[src/rtl/uart_rx.sv]
// uart_rx -- oversampling UART receiver (start, DATA_BITS data bits LSB first,
// optional even parity bit, one stop bit).
//
// The serial line is synchronized, then sampled on sample_tick pulses coming
// from a baud_gen running at OVERSAMPLE x the bit rate. The start bit is
// confirmed at its midpoint; every later bit is sampled one full bit period
// after the previous sample, i.e. mid-bit.
//
// Optional feature: define UART_RX_PARITY_EN to add an even-parity bit between
// the data bits and the stop bit, and the parity_err output.
//
// Ports:
//   clk          system clock, all logic on the rising edge
//   reset        synchronous active-low reset
//   sample_tick  one-clk pulse at OVERSAMPLE x bit rate
//   rx           asynchronous serial line, idle high
//   data         received byte, stable while valid=1
//   valid        data holds an unread byte
//   ready        consumer accepts data when valid && ready at a rising edge
//   frame_err    one-clk pulse: stop bit sampled low
//   overrun      one-clk pulse: byte completed while previous byte unread
//   parity_err   one-clk pulse at delivery: parity check failed (UART_RX_PARITY_EN only)
//   busy         receiver is not idle
module uart_rx #(
    parameter int DATA_BITS  = 8,
    parameter int OVERSAMPLE = 16
) (
    input  logic                 clk,
    input  logic                 reset,
    input  logic                 sample_tick,
    input  logic                 rx,
    output logic [DATA_BITS-1:0] data,
    output logic                 valid,
    input  logic                 ready,
    output logic                 frame_err,
    output logic                 overrun,
`ifdef UART_RX_PARITY_EN
    output logic                 parity_err,
`endif
    output logic                 busy
);

    localparam int TICK_W = $clog2(OVERSAMPLE);
    localparam int BIT_W  = $clog2(DATA_BITS);

    localparam logic [TICK_W-1:0] TICK_MID  = TICK_W'(OVERSAMPLE / 2 - 1);
    localparam logic [TICK_W-1:0] TICK_LAST = TICK_W'(OVERSAMPLE - 1);
    localparam logic [BIT_W-1:0]  BIT_LAST  = BIT_W'(DATA_BITS - 1);

    typedef enum logic [2:0] {
        S_IDLE,
        S_START,
        S_DATA,
        S_PARITY,
        S_STOP,
        S_BREAK
    } state_t;

    state_t                 state;
    logic                   rx_meta;
    logic                   rx_s;
    logic [TICK_W-1:0]      tick_cnt;
    logic [BIT_W-1:0]       bit_cnt;
    logic [DATA_BITS-1:0]   shift_reg;
`ifdef UART_RX_PARITY_EN
    logic                   parity_bit;
`endif

    always_ff @(posedge clk) begin
        // NOTE: reset is synchronous, so it is just the highest-priority branch
        // of the clocked block; every register, including the synchronizer,
        // is given its reset value here so a mid-frame reset leaves nothing behind.
        if (!reset) begin
            rx_meta    <= 1'b1;
            rx_s       <= 1'b1;
            state      <= S_IDLE;
            tick_cnt   <= '0;
            bit_cnt    <= '0;
            shift_reg  <= '0;
            data       <= '0;
            valid      <= 1'b0;
            frame_err  <= 1'b0;
            overrun    <= 1'b0;
            busy       <= 1'b0;
`ifdef UART_RX_PARITY_EN
            parity_bit <= 1'b0;
            parity_err <= 1'b0;
`endif
        end else begin
            rx_meta   <= rx;
            rx_s      <= rx_meta;

            // Error flags are single-clock pulses.
            frame_err <= 1'b0;
            overrun   <= 1'b0;
`ifdef UART_RX_PARITY_EN
            parity_err <= 1'b0;
`endif

            // NOTE: with non-blocking assignments the last write in the block
            // wins, so a delivery in the STOP branch below overrides this
            // clear when a byte is consumed and a new one lands on the same edge.
            if (valid && ready)
                valid <= 1'b0;

            if (sample_tick) begin
                case (state)
                    S_IDLE: begin
                        if (!rx_s) begin
                            state    <= S_START;
                            tick_cnt <= '0;
                            busy     <= 1'b1;
                        end
                    end

                    S_START: begin
                        if (tick_cnt == TICK_MID) begin
                            if (!rx_s) begin
                                state    <= S_DATA;
                                tick_cnt <= '0;
                                bit_cnt  <= '0;
                            end else begin
                                // Line went back high: glitch, not a start bit.
                                state <= S_IDLE;
                                busy  <= 1'b0;
                            end
                        end else begin
                            tick_cnt <= tick_cnt + 1'b1;
                        end
                    end

                    S_DATA: begin
                        if (tick_cnt == TICK_LAST) begin
                            shift_reg[bit_cnt] <= rx_s;
                            tick_cnt           <= '0;
                            if (bit_cnt == BIT_LAST) begin
`ifdef UART_RX_PARITY_EN
                                state <= S_PARITY;
`else
                                state <= S_STOP;
`endif
                            end else begin
                                bit_cnt <= bit_cnt + 1'b1;
                            end
                        end else begin
                            tick_cnt <= tick_cnt + 1'b1;
                        end
                    end

`ifdef UART_RX_PARITY_EN
                    S_PARITY: begin
                        if (tick_cnt == TICK_LAST) begin
                            parity_bit <= rx_s;
                            tick_cnt   <= '0;
                            state      <= S_STOP;
                        end else begin
                            tick_cnt <= tick_cnt + 1'b1;
                        end
                    end
`endif

                    S_STOP: begin
                        if (tick_cnt == TICK_LAST) begin
                            tick_cnt <= '0;
                            if (rx_s) begin
                                state <= S_IDLE;
                                busy  <= 1'b0;
                                // A slot is free if empty or being read this edge.
                                if (!valid || ready) begin
                                    data  <= shift_reg;
                                    valid <= 1'b1;
`ifdef UART_RX_PARITY_EN
                                    parity_err <= ^{shift_reg, parity_bit};
`endif
                                end else begin
                                    overrun <= 1'b1;
                                end
                            end else begin
                                // Low stop bit: drop the byte and wait out the break.
                                frame_err <= 1'b1;
                                state     <= S_BREAK;
                            end
                        end else begin
                            tick_cnt <= tick_cnt + 1'b1;
                        end
                    end

                    S_BREAK: begin
                        if (rx_s) begin
                            state <= S_IDLE;
                            busy  <= 1'b0;
                        end
                    end

                    default: begin
                        state <= S_IDLE;
                        busy  <= 1'b0;
                    end
                endcase
            end
        end
    end

endmodule

[config.mk]
export PLATFORM = sky130hd
export DESIGN_NAME = uart_rx
export DESIGN_NICKNAME = d
export VERILOG_FILES = /design/src/rtl/uart_rx.sv
export SDC_FILE = /design/constraint.sdc
export NUM_CORES = 1
export LEC_CHECK = 0
export BUFFER_PORTS_ARGS = -buffer_cell sky130_fd_sc_hd__buf_2
export CAP_MARGIN = 5
export CORE_ASPECT_RATIO = 2
export CORE_MARGIN = 2
export CORE_UTILIZATION = 25
export CTS_CLUSTER_DIAMETER = 120
export DETAILED_ROUTE_END_ITERATION = 8
export GPL_TIMING_DRIVEN = 0
export PLACE_DENSITY_LB_ADDON = 0.25
export REMOVE_ABC_BUFFERS = 1
export SKIP_CTS_REPAIR_TIMING = 1
export SYNTH_ARGS = -nofsm -noshare
export SYNTH_HDL_FRONTEND = slang
export SYNTH_SLANG_ARGS = --single-unit
[constraint.sdc]
create_clock -name clk -period 1.7 [get_ports clk]
set_input_delay 0.34 -clock clk [delete_from_list [all_inputs] [get_ports clk]]
set_output_delay 0.34 -clock clk [all_outputs]
set_load 0.01 [all_outputs]
==> out/results.ini <==
[outcome]
status=finished with violations
violations=negative setup slack

[synthesis]
synth_top_family_by_area=simple AND/OR/NAND/NOR gates
synth_compound_area_share_pct=15.7
synthSimpleGateAreaFrac_pct=25.8
synth.distinct_cells=50
synthXorXnorAreaFrac_pct=1.59
synth_fa_ha_area_share_pct=2.28
async_reset_ff_share_pct=0
synth_area_sq_um=1650
synth-edff-count=0
synth_cells=181
synth.mux.area_fraction_pct=10.9
synth_top_cell_area_share_pct=38.9
ys_ff_latch=32
synth-seq-area-share_pct=38.9
syn_avg_cell_area_sq_um=9.10
synthFlopType=dfxtp_1
ys_warn_count=0
synth_top_area_cell=dfxtp_1
synthTopCellsByArea=dfxtp_1 39%, mux2i_1 11%, nand2_1 6.2%, ha_1 2.3%, nand3_1 2.1%

[floorplan]
fp.dieH_um=119
initial_core_util_pct=25.9
num_io_pins=17
fp.dieW_um=61.4
die_area_sq_um=7300
std_cell_rows=41
coreArea_sq_um=6360

[clocking]
cts_buffers=5
cts.path.max_buffers=2
insertion_delay_ns=0.27
path_clk_slew_ns=0.05
cts_tree=yes
cts_sinks=32
h-tree-depth=2
cts_root_buffer=clkbuf_16

[cells_and_area]
ff_latch_area_sq_um=664
n_fill_cell=700
diodes=0
fin_util_pct=34.1
drive_gt1_share_pct=33.0
multiInputGateArea_sq_um=1060
finalNetCount=207
layout_commonest_cell=nand2_1
areaGrowthSynthToFinish_pct=31.5
final_cell_mix=27 x nand2_1, 21 x dfxtp_1, 18 x mux2i_1
fin_cells=286
finalInstanceArea_sq_um=2170

[sta]
hold_violations=0
setup-tns-final_ns=-1.24
finalCriticalPeriod_ns=1.96
grt_setup_unrepaired=yes
slew_headroom_pct=57.0
finalCritPeriodShare_pct=115
setup_viol=7
fin_hold_ws_ns=0.245
worst_slew_pin_slew_ns=0.644
fmax_mhz=511
slew_viol_final=0
setup_ws_ns=-0.257
clock_skew_ns=0.00496

[critical_path]
cp.required_ns=1.90
rr_worst_depth=6
reg2reg_slack_ns=-0.26
r2r-end=bit_cnt[2]$_SDFFE_PN0P_
crit_type=reg -> reg
endpoint_kind=flop
critPathMaxFanout=6
worstSetupStartpointType=flop
r2r_start=bit_cnt[1]$_SDFFE_PN0P_
critPathArrivalTime_ns=2.16

[worst_hold_path]
hp-start=rx
hold_class=in -> reg
hold_path_end=rx_meta$_SDFF_PN1_
hold_depth=2

[pwr]
vdd_ir_drop_max_uv=286
power_density_nw_per_um2=874
p_total_mw=1.89
p_leak_nw=0.850

[detailed_routing]
ant_nets=0
vias=1381
via_per_inst=4.83
drt_iter0_markers=28
wirelength_um=3840
drc=0
firstDrtPassIters=4
wl_per_cell_um=13.4

[run]
maxCapViolCount=0

[placement]
port_buffers=16
hpwl_um=2600
dp_slack_ns=-0.730
placed_area_sq_um=1770
dp_cells=269
gp_congestion=0.717

[global_routing]
grt_max_degree=38
grt_remaining_overflow=0
grt_antenna_before_repair=0
track_usage_pct=11.3
grt_pass1_wl_um=6250
grt_pass1_vias=1313

## worst max-delay path, cell delays in order, from the launching register on
cell,delay [ns]
dfxtp_4,0.36
ha_4,0.16
ha_4,0.16
nor4b_4,0.29
a41oi_2,0.23
or4b_1,0.54
a21boi_1,0.15
## logic make-up after synthesis
| group | Yosys count |
|---|---|
| AND/OR/NAND/NOR | 72 |
| AO/OA/AOI/OAI | 36 |
| flip-flops | 32 |
| multiplexers | 18 |
| buffers and inverters | 17 |
| XOR/XNOR | 3 |
| adder cells (fa/ha/maj) | 3 |
## worst max path at each step
| stage | startpoint | slack [ns] | to | cells after the start |
|---|---|---|---|---|
| 2_1_floorplan | state[0]$_SDFFE_PN0P_ | -0.26 | state[0]$_SDFFE_PN0P_ | 4 |
| 3_3_place_gp | state[0]$_SDFFE_PN0P_ | -0.72 | state[1]$_SDFFE_PN0P_ | 4 |
| 3_5_place_dp | state[0]$_SDFFE_PN0P_ | -0.73 | state[0]$_SDFFE_PN0P_ | 4 |
| 4_1_cts | state[0]$_SDFFE_PN0P_ | -0.78 | state[1]$_SDFFE_PN0P_ | 4 |
| 5_1_grt | bit_cnt[1]$_SDFFE_PN0P_ | -0.35 | bit_cnt[1]$_SDFFE_PN0P_ | 6 |
| 6_report | bit_cnt[1]$_SDFFE_PN0P_ | -0.26 | bit_cnt[2]$_SDFFE_PN0P_ | 6 |
## cell type report
cell class,instances,share of cell area [%]
Sequential cell,32,30.7
Inverter,3,0.520
Multi-Input combinational cell,132,49.0
Timing Repair Buffer,25,7.33
Clock buffer,6,5.95
Clock inverter,2,1.62
Tap cell,86,4.97
## synthesized netlist by cell type, types with 3 or more instances
cell type / count
nand3_1: 7
ha_1: 3
a21oi_1: 4
o21a_1: 3
nand2_1: 27
dfxtp_1: 32
nor2_1: 5
inv_1: 3
nand2b_1: 4
nor3_1: 4
clkbuf_1: 6
o21ai_0: 7
nand3b_1: 4
buf_2: 6
mux2i_1: 18
## per-layer routing
layer  track usage, %  part of all wire, %
met3             1.95                  2.3
met1             11.3                   35
met4             5.98                  2.2
met5                0                    0
met2             20.7                   60
## power breakdown
part / total (mW) / leakage (nW) / switching [mW] / internal, mW
clock network: 1.00 / 0.0808 / 0.311 / 0.688
logic: 0.116 / 0.505 / 0.0642 / 0.0519
registers: 0.778 / 0.264 / 0.0216 / 0.756
total: 1.89 / 0.850 / 0.397 / 1.50
Power figures use the tool's default switching activity.
